===== src/rtl/exwb_rob_arbiter_if.sv =====
// rtl/exwb_rob_arbiter_if.sv - EXWB-to-ROB writeback arbiter handshake bundle
interface exwb_rob_arbiter_if #(
    parameter int TAG_W  = 4,
    parameter int DATA_W = 32
);
    logic              flush;

    logic              alu_valid;
    logic              alu_ready;
    logic [TAG_W-1:0]  alu_tag;
    logic [DATA_W-1:0] alu_data;

    logic              fwd_valid;
    logic              fwd_ready;
    logic [TAG_W-1:0]  fwd_tag;
    logic [DATA_W-1:0] fwd_data;

    logic              jmp_valid;
    logic              jmp_ready;
    logic [TAG_W-1:0]  jmp_tag;
    logic [DATA_W-1:0] jmp_target;
    logic              jmp_taken;

    logic              wb_valid;
    logic              wb_ready;
    logic [1:0]        wb_src;
    logic [TAG_W-1:0]  wb_tag;
    logic [DATA_W-1:0] wb_data;
    logic              wb_taken;

    // Execution units and ROB side: drives results and wb_ready
    modport master (
        output flush,
        output alu_valid, alu_tag, alu_data, input alu_ready,
        output fwd_valid, fwd_tag, fwd_data, input fwd_ready,
        output jmp_valid, jmp_tag, jmp_target, jmp_taken, input jmp_ready,
        output wb_ready,
        input  wb_valid, wb_src, wb_tag, wb_data, wb_taken
    );

    // Arbiter side
    modport slave (
        input  flush,
        input  alu_valid, alu_tag, alu_data, output alu_ready,
        input  fwd_valid, fwd_tag, fwd_data, output fwd_ready,
        input  jmp_valid, jmp_tag, jmp_target, jmp_taken, output jmp_ready,
        input  wb_ready,
        output wb_valid, wb_src, wb_tag, wb_data, wb_taken
    );
endinterface


===== src/rtl/exwb_rob_arbiter.sv =====
// rtl/exwb_rob_arbiter.sv - per-source FIFOs and jump-priority round-robin writeback arbiter
module exwb_rob_arbiter #(
    parameter int TAG_W      = 4,
    parameter int DATA_W     = 32,
    parameter int DEPTH      = 2,
    parameter int STARVE_MAX = 4
) (
    input  logic             clk,
    input  logic             rst,
    exwb_rob_arbiter_if.slave bus
);
    localparam int PW = $clog2(DEPTH);
    localparam int CW = PW + 1;
    localparam int SW = $clog2(STARVE_MAX + 1);
    localparam logic [CW-1:0] FULL = CW'(DEPTH);
    localparam logic [SW-1:0] SMAX = SW'(STARVE_MAX);

    // Source index 0 = ALU, 1 = forwarder, 2 = jump; matches wb_src encoding
    logic [2:0]        in_valid;
    logic [2:0]        in_taken;
    logic [TAG_W-1:0]  in_tag  [3];
    logic [DATA_W-1:0] in_data [3];

    logic [TAG_W-1:0]  tag_mem_q   [3][DEPTH];
    logic [DATA_W-1:0] data_mem_q  [3][DEPTH];
    logic [DEPTH-1:0]  taken_mem_q [3];

    logic [CW-1:0] cnt_q    [3];
    logic [CW-1:0] cnt_d    [3];
    logic [PW-1:0] wr_ptr_q [3];
    logic [PW-1:0] wr_ptr_d [3];
    logic [PW-1:0] rd_ptr_q [3];
    logic [PW-1:0] rd_ptr_d [3];

    logic [2:0] has_head;
    logic [2:0] push;
    logic [2:0] win;
    logic [2:0] pop;
    logic       load;
    logic       af_any;

    logic [SW-1:0]     starve_q, starve_d;
    logic              rr_q, rr_d;
    logic              wb_valid_q, wb_valid_d;
    logic [1:0]        wb_src_q, wb_src_d;
    logic [TAG_W-1:0]  wb_tag_q, wb_tag_d;
    logic [DATA_W-1:0] wb_data_q, wb_data_d;
    logic              wb_taken_q, wb_taken_d;

    // Ready comes straight from the registered counts, never from wb_ready
    assign bus.alu_ready = (cnt_q[0] != FULL);
    assign bus.fwd_ready = (cnt_q[1] != FULL);
    assign bus.jmp_ready = (cnt_q[2] != FULL);

    assign bus.wb_valid = wb_valid_q;
    assign bus.wb_src   = wb_src_q;
    assign bus.wb_tag   = wb_tag_q;
    assign bus.wb_data  = wb_data_q;
    assign bus.wb_taken = wb_taken_q;

    // Gather the three source ports into indexable form
    always_comb begin
        in_valid   = {bus.jmp_valid, bus.fwd_valid, bus.alu_valid};
        in_taken   = {bus.jmp_taken, 1'b0, 1'b0};
        in_tag[0]  = bus.alu_tag;
        in_tag[1]  = bus.fwd_tag;
        in_tag[2]  = bus.jmp_tag;
        in_data[0] = bus.alu_data;
        in_data[1] = bus.fwd_data;
        in_data[2] = bus.jmp_target;
    end

    // Winner selection: jump first unless it has starved a waiting ALU/forwarder head
    always_comb begin
        for (int s = 0; s < 3; s++) begin
            has_head[s] = (cnt_q[s] != '0);
            push[s]     = in_valid[s] && (cnt_q[s] != FULL);
        end
        load   = !wb_valid_q || bus.wb_ready;
        af_any = has_head[0] || has_head[1];
        win    = 3'b000;
        if (has_head[2] && ((starve_q < SMAX) || !af_any)) begin
            win[2] = 1'b1;
        end else if (has_head[0] && (!has_head[1] || !rr_q)) begin
            win[0] = 1'b1;
        end else if (has_head[1]) begin
            win[1] = 1'b1;
        end
        pop = load ? win : 3'b000;
    end

    // FIFO bookkeeping and output-register next state
    always_comb begin
        for (int s = 0; s < 3; s++) begin
            cnt_d[s]    = cnt_q[s] + CW'(push[s]) - CW'(pop[s]);
            wr_ptr_d[s] = push[s] ? wr_ptr_q[s] + PW'(1) : wr_ptr_q[s];
            rd_ptr_d[s] = pop[s]  ? rd_ptr_q[s] + PW'(1) : rd_ptr_q[s];
        end
        wb_valid_d = wb_valid_q;
        wb_src_d   = wb_src_q;
        wb_tag_d   = wb_tag_q;
        wb_data_d  = wb_data_q;
        wb_taken_d = wb_taken_q;
        starve_d   = starve_q;
        rr_d       = rr_q;
        if (load) begin
            wb_valid_d = |win;
            for (int s = 0; s < 3; s++) begin
                if (win[s]) begin
                    wb_src_d   = 2'(s);
                    wb_tag_d   = tag_mem_q[s][rd_ptr_q[s]];
                    wb_data_d  = data_mem_q[s][rd_ptr_q[s]];
                    wb_taken_d = taken_mem_q[s][rd_ptr_q[s]];
                end
            end
            // Only a jump grant over a waiting ALU/forwarder head counts as starvation
            if (win[2] && af_any) begin
                starve_d = (starve_q == SMAX) ? SMAX : starve_q + SW'(1);
            end else begin
                starve_d = '0;
            end
            if (win[0]) begin
                rr_d = 1'b1;
            end else if (win[1]) begin
                rr_d = 1'b0;
            end
        end
    end

    // FIFO storage; stale slots are harmless because pointers and counts gate reads
    always_ff @(posedge clk) begin
        for (int s = 0; s < 3; s++) begin
            if (push[s]) begin
                tag_mem_q[s][wr_ptr_q[s]]   <= in_tag[s];
                data_mem_q[s][wr_ptr_q[s]]  <= in_data[s];
                taken_mem_q[s][wr_ptr_q[s]] <= in_taken[s];
            end
        end
    end

    // Control state: reset clears everything, flush drops everything in flight
    always_ff @(posedge clk) begin
        if (rst) begin
            for (int s = 0; s < 3; s++) begin
                cnt_q[s]    <= '0;
                wr_ptr_q[s] <= '0;
                rd_ptr_q[s] <= '0;
            end
            starve_q   <= '0;
            rr_q       <= 1'b0;
            wb_valid_q <= 1'b0;
            wb_src_q   <= 2'd0;
            wb_tag_q   <= '0;
            wb_data_q  <= '0;
            wb_taken_q <= 1'b0;
        end else if (bus.flush) begin
            for (int s = 0; s < 3; s++) begin
                cnt_q[s]    <= '0;
                wr_ptr_q[s] <= '0;
                rd_ptr_q[s] <= '0;
            end
            starve_q   <= '0;
            rr_q       <= 1'b0;
            wb_valid_q <= 1'b0;
        end else begin
            for (int s = 0; s < 3; s++) begin
                cnt_q[s]    <= cnt_d[s];
                wr_ptr_q[s] <= wr_ptr_d[s];
                rd_ptr_q[s] <= rd_ptr_d[s];
            end
            starve_q   <= starve_d;
            rr_q       <= rr_d;
            wb_valid_q <= wb_valid_d;
            wb_src_q   <= wb_src_d;
            wb_tag_q   <= wb_tag_d;
            wb_data_q  <= wb_data_d;
            wb_taken_q <= wb_taken_d;
        end
    end
endmodule


===== src/flat_wrapper.sv =====
// flat-port wrapper written by rule: the top's interface ports become plain ports
module exwb_rob_arbiter_flat 
#(
    parameter int TAG_W      = 4,
    parameter int DATA_W     = 32,
    parameter int DEPTH      = 2,
    parameter int STARVE_MAX = 4
)
  (clk, rst, bus_flush, bus_alu_valid, bus_alu_tag, bus_alu_data, bus_alu_ready, bus_fwd_valid, bus_fwd_tag, bus_fwd_data, bus_fwd_ready, bus_jmp_valid, bus_jmp_tag, bus_jmp_target, bus_jmp_taken, bus_jmp_ready, bus_wb_ready, bus_wb_valid, bus_wb_src, bus_wb_tag, bus_wb_data, bus_wb_taken);
  exwb_rob_arbiter_if #(.TAG_W(TAG_W), .DATA_W(DATA_W)) bus_i ();
  input  logic clk;
  input  logic rst;
  input wire logic [$bits(bus_i.flush)-1:0] bus_flush;
  input wire logic [$bits(bus_i.alu_valid)-1:0] bus_alu_valid;
  input wire logic [$bits(bus_i.alu_tag)-1:0] bus_alu_tag;
  input wire logic [$bits(bus_i.alu_data)-1:0] bus_alu_data;
  output wire logic [$bits(bus_i.alu_ready)-1:0] bus_alu_ready;
  input wire logic [$bits(bus_i.fwd_valid)-1:0] bus_fwd_valid;
  input wire logic [$bits(bus_i.fwd_tag)-1:0] bus_fwd_tag;
  input wire logic [$bits(bus_i.fwd_data)-1:0] bus_fwd_data;
  output wire logic [$bits(bus_i.fwd_ready)-1:0] bus_fwd_ready;
  input wire logic [$bits(bus_i.jmp_valid)-1:0] bus_jmp_valid;
  input wire logic [$bits(bus_i.jmp_tag)-1:0] bus_jmp_tag;
  input wire logic [$bits(bus_i.jmp_target)-1:0] bus_jmp_target;
  input wire logic [$bits(bus_i.jmp_taken)-1:0] bus_jmp_taken;
  output wire logic [$bits(bus_i.jmp_ready)-1:0] bus_jmp_ready;
  input wire logic [$bits(bus_i.wb_ready)-1:0] bus_wb_ready;
  output wire logic [$bits(bus_i.wb_valid)-1:0] bus_wb_valid;
  output wire logic [$bits(bus_i.wb_src)-1:0] bus_wb_src;
  output wire logic [$bits(bus_i.wb_tag)-1:0] bus_wb_tag;
  output wire logic [$bits(bus_i.wb_data)-1:0] bus_wb_data;
  output wire logic [$bits(bus_i.wb_taken)-1:0] bus_wb_taken;
  assign bus_i.flush = bus_flush;
  assign bus_i.alu_valid = bus_alu_valid;
  assign bus_i.alu_tag = bus_alu_tag;
  assign bus_i.alu_data = bus_alu_data;
  assign bus_alu_ready = bus_i.alu_ready;
  assign bus_i.fwd_valid = bus_fwd_valid;
  assign bus_i.fwd_tag = bus_fwd_tag;
  assign bus_i.fwd_data = bus_fwd_data;
  assign bus_fwd_ready = bus_i.fwd_ready;
  assign bus_i.jmp_valid = bus_jmp_valid;
  assign bus_i.jmp_tag = bus_jmp_tag;
  assign bus_i.jmp_target = bus_jmp_target;
  assign bus_i.jmp_taken = bus_jmp_taken;
  assign bus_jmp_ready = bus_i.jmp_ready;
  assign bus_i.wb_ready = bus_wb_ready;
  assign bus_wb_valid = bus_i.wb_valid;
  assign bus_wb_src = bus_i.wb_src;
  assign bus_wb_tag = bus_i.wb_tag;
  assign bus_wb_data = bus_i.wb_data;
  assign bus_wb_taken = bus_i.wb_taken;
  exwb_rob_arbiter #(.TAG_W(TAG_W), .DATA_W(DATA_W), .DEPTH(DEPTH), .STARVE_MAX(STARVE_MAX)) u_core (.clk(clk), .rst(rst), .bus(bus_i));
endmodule

===== config.mk =====
export PLATFORM = sky130hd
export DESIGN_NAME = exwb_rob_arbiter_flat
export DESIGN_NICKNAME = d
export VERILOG_FILES = /design/src/rtl/exwb_rob_arbiter_if.sv /design/src/rtl/exwb_rob_arbiter.sv /design/src/flat_wrapper.sv
export SDC_FILE = /design/constraint.sdc
export NUM_CORES = 1
export LEC_CHECK = 0
export CAP_MARGIN = 40
export CORE_MARGIN = 10
export CORE_UTILIZATION = 40
export CTS_CLUSTER_SIZE = 8
export DETAILED_ROUTE_END_ITERATION = 12
export GPL_TIMING_DRIVEN = 1
export HOLD_SLACK_MARGIN = 0.03
export PLACE_DENSITY = 0.68
export SLEW_MARGIN = 15
export SYNTH_ARGS = -nofsm -noshare
export SYNTH_HDL_FRONTEND = slang
export SYNTH_SLANG_ARGS = --single-unit

===== constraint.sdc =====
create_clock -name clk -period 6.4 [get_ports clk]
set_input_delay 1.28 -clock clk [delete_from_list [all_inputs] [get_ports clk]]
set_output_delay 1.28 -clock clk [all_outputs]
set_load 0.005 [all_outputs]

==> summary.md <==
| Metric | Value |
|---|---|
| Status | completed |
| Drt wl/cell | about 22 µm |
| CTS Buf Count | 40 |
| Max-Cap Viols | 0 |
| Final Max Tran Viols | 0 |
| Clk_skew | approximately 0.011 ns |
| Max Freq | 326 MHz |
| Number of fill cells | between 2k and 2.5k |
| Die area | around 34000 µm² |
| IO Pins | ~160 |
| Worst Path Max Fanout | 5 |
| 1st-iter DRT viols | between 400 and 500 |
| Placer Congestion | between 0.7 and 0.8 |
| Yosys warnings | 0 |
| CTS resizes | 0 |
| Kind of critical path | flop to output pin |
| Final setup TNS | 0 ns |
| Critical Path End Type | output pin |
| RSZ-0062 raised after global routing | false |
| Initial antenna violation count | 0 |
| Asr flop ratio synth | 0 |
| First-pass GRT wire length | roughly 41000 µm |
| Power, Total | around 4500 µW |
| Hold buffer count at cts | 0 |
| DP HPWL | between 15000 and 20000 µm |
| Leak pwr | between 0.004 and 0.005 µW |
| #FFs+latches synth | 274 |
| Gr usage total | 0.157 |
| Cell depth of the worst hold path | 2 |
| Netlist cell types | 47 |
| Least-Margin Pin Slew | ~0.9 ns |
| Clock buffer depth | 3 |
| Seq/Total Area, Yosys | 0.716 |
| H-tree depth | 2 |
| VDD IR max | ~0.00016 V |
| Final nets | 999 |
| Worst Hold Class | flop to flop |
| Min Tclk post-route | roughly 3.1 ns |
| Largest net degree at the start of global routing | 38 |
| Die height | 185 µm |
| Max stage delay on crit path | 0.55 ns |
| Root buffer cell | clkbuf_16 |
| Grt ovf | 0 |
| Post-CTS Setup Bufs | 0 |
| Post-synth EDFFs | 230 |
| Post-DRT Antenna Nets | 0 |
| Syn Inst Count | a little under 700 |
| Vias | roughly 6.4k |
| Row cnt | 60 |
| Post-synthesis average cell area | approximately 16 µm² |
| Final setup vio count | 0 |
| Final Hold Fails | 0 |
| Vias in the first global route | just under 7k |
| Crit-path slowest cell | clkdlybuf4s50_1 |
| Initial Util | 0.405 |
| # diodes | 0 |
| Clk_lat worst skew | roughly 0.5 ns |
| Startpoint Class | flop |
| Via/cell ratio | roughly 5 |
| Clock sink count | 274 |
| TritonCTS clock tree | built |
| Crit path DAT | around 1.8 ns |
| Port Buffer Count | 158 |
| Die width | between 150 and 200 µm |
| Synthesized cell area | ~11000 µm² |
| Core area | approximately 27000 µm² |
| R2R depth | 9 |
| CP Cell Sequence | inv_1 > nand2_1 > clkdlybuf4s50_1 |
| Clock transition at path regs | 0.05 ns |
| Max_slew headroom | 0.410 |
| Pre-Repair DR Iteration Count | 5 |
| Area delta synth->final | 29.8% |
| Data required, critical path | 5.12 ns |
| Share of cells above drive strength 1 | 0.148 |
| Residual DRC count | 0 |
| Ys flop type | edfxtp_1 |
| Fin crit share | 0.480 |
| Power Dens Cells | approximately 320 nW/µm² |
| Post-Route WL | 27200 µm |
## layer usage
layer | wire, µm | vias to the layer above | global-route usage
met1 | 11500 | 3116 | 0.201
met2 | 13500 | 237 | 0.262
met4 | 413 | 0 | 0.0442
met5 | 0 | - | 0
met3 | 1830 | 30 | 0.0343
li1 | - | 3032 | -
## logic make-up after synthesis
family	count (synthesis)	share of synthesized area
multiplexers	116	0.114
XOR/XNOR	6	0.00483
flip-flops	274	0.716
adder cells (fa/ha/maj)	8	0.00920
AND/OR/NAND/NOR	126	0.0567
other	1	0.000345
buffers and inverters	54	0.0236
AO/OA/AOI/OAI	109	0.0757
## cells in the mapped netlist, drive strengths merged (3+ instances only)
library cell	instances	area, µm²
and2	11	68.8
mux2	47	552
a32oi	16	140
nand2	31	124
o211ai	6	45.0
clkbuf	17	63.8
and3	3	18.8
nor3	12	60.1
xor2	3	26.3
nand2b	5	31.3
mux2i	69	691
nand3	19	95.1
edfxtp	230	6910
xnor2	3	26.3
a21oi	23	115
a2111oi	18	238
a311oi	3	26.3
o21ai	34	170
dfxtp	44	881
nor2	38	143
ha	8	100
buf	24	144
or2	3	18.8
inv	13	48.8
## state kept, by name (all words and copies together), names as in the netlist
signal and flops:
u_core.bus.wb_taken 1, u_core.taken_mem_q 2, u_core.rr_q 1, u_core.bus.wb_tag 4, u_core.bus.wb_valid 1, u_core.wr_ptr_q 3
u_core.data_mem_q 192, u_core.bus.wb_data 32, u_core.tag_mem_q 24, u_core.rd_ptr_q 3, u_core.cnt_q 6, u_core.bus.wb_src 2
u_core.starve_q 3
## power breakdown
group | internal (µW) | switching (µW)
combinational | 249 | 269
sequential | 2060 | 50.3
clock | 1200 | 703
total | 3510 | 1020
## final cells by class
cell class              instances  area [µm²]  share of cell area
clock buffers                  70        1140              0.0810
clock inverters                 1        5.00            0.000354
inverters                      13        48.8             0.00345
multi-input cells             371        2890               0.205
flip-flops and latches        274        7790               0.551
well taps                     341         427              0.0302
repair buffers                175        1820               0.129
## stage by stage
step / hold WS (ns) / setup WS, ns / util / cells / instance area (µm²)
after floorplan: 0.441 / 3.05 / - / 699 / 10900
after global placement: 0.439 / 2.85 / 0.476 / 1165 / 12800
after detailed placement: 0.446 / 2.93 / 0.483 / 1174 / 13000
after CTS: 0.453 / 3.29 / 0.526 / 1245 / 14100
after global routing: 0.484 / 3.21 / 0.526 / 1245 / 14100
final: 0.452 / 3.33 / 0.526 / 1245 / 14100
## critical path, delay by kind of cell, from the launching register on
family | cells | cell delay (ns)
flip-flops | 1 | 0.48
AND/OR/NAND/NOR | 1 | 0.17
buffers and inverters | 2 | 0.65
## final timing paths
| path | startpoint | to | slack (ns) |
|---|---|---|---|
| hold / removal | u_core.bus.wb_src[0]$_SDFFE_PP0P_ | u_core.bus.wb_src[0]$_SDFFE_PP0P_ | 0.45 |
| setup reg to reg | u_core.cnt_q[0][3]$_SDFFCE_PN0P_ | u_core.cnt_q[0][3]$_SDFFCE_PN0P_ | 3.38 |
| hold reg to reg | u_core.bus.wb_src[0]$_SDFFE_PP0P_ | u_core.bus.wb_src[0]$_SDFFE_PP0P_ | 0.45 |
| setup / recovery | u_core.cnt_q[0][2]$_SDFFCE_PN0P_ | bus_fwd_ready | 3.33 |
## cells in the final DEF (no fill, tap or decap), types with 28 or more instances in the layout
cell type,Yosys,layout
clkbuf_16,0,41
clkbuf_1,17,28
nand2_1,30,30
mux2i_1,69,69
o21ai_0,34,34
clkdlybuf4s50_1,0,157
mux2_2,41,41
dfxtp_1,44,44
nor2_1,38,34
edfxtp_1,230,230
Power figures use the tool's default switching activity.
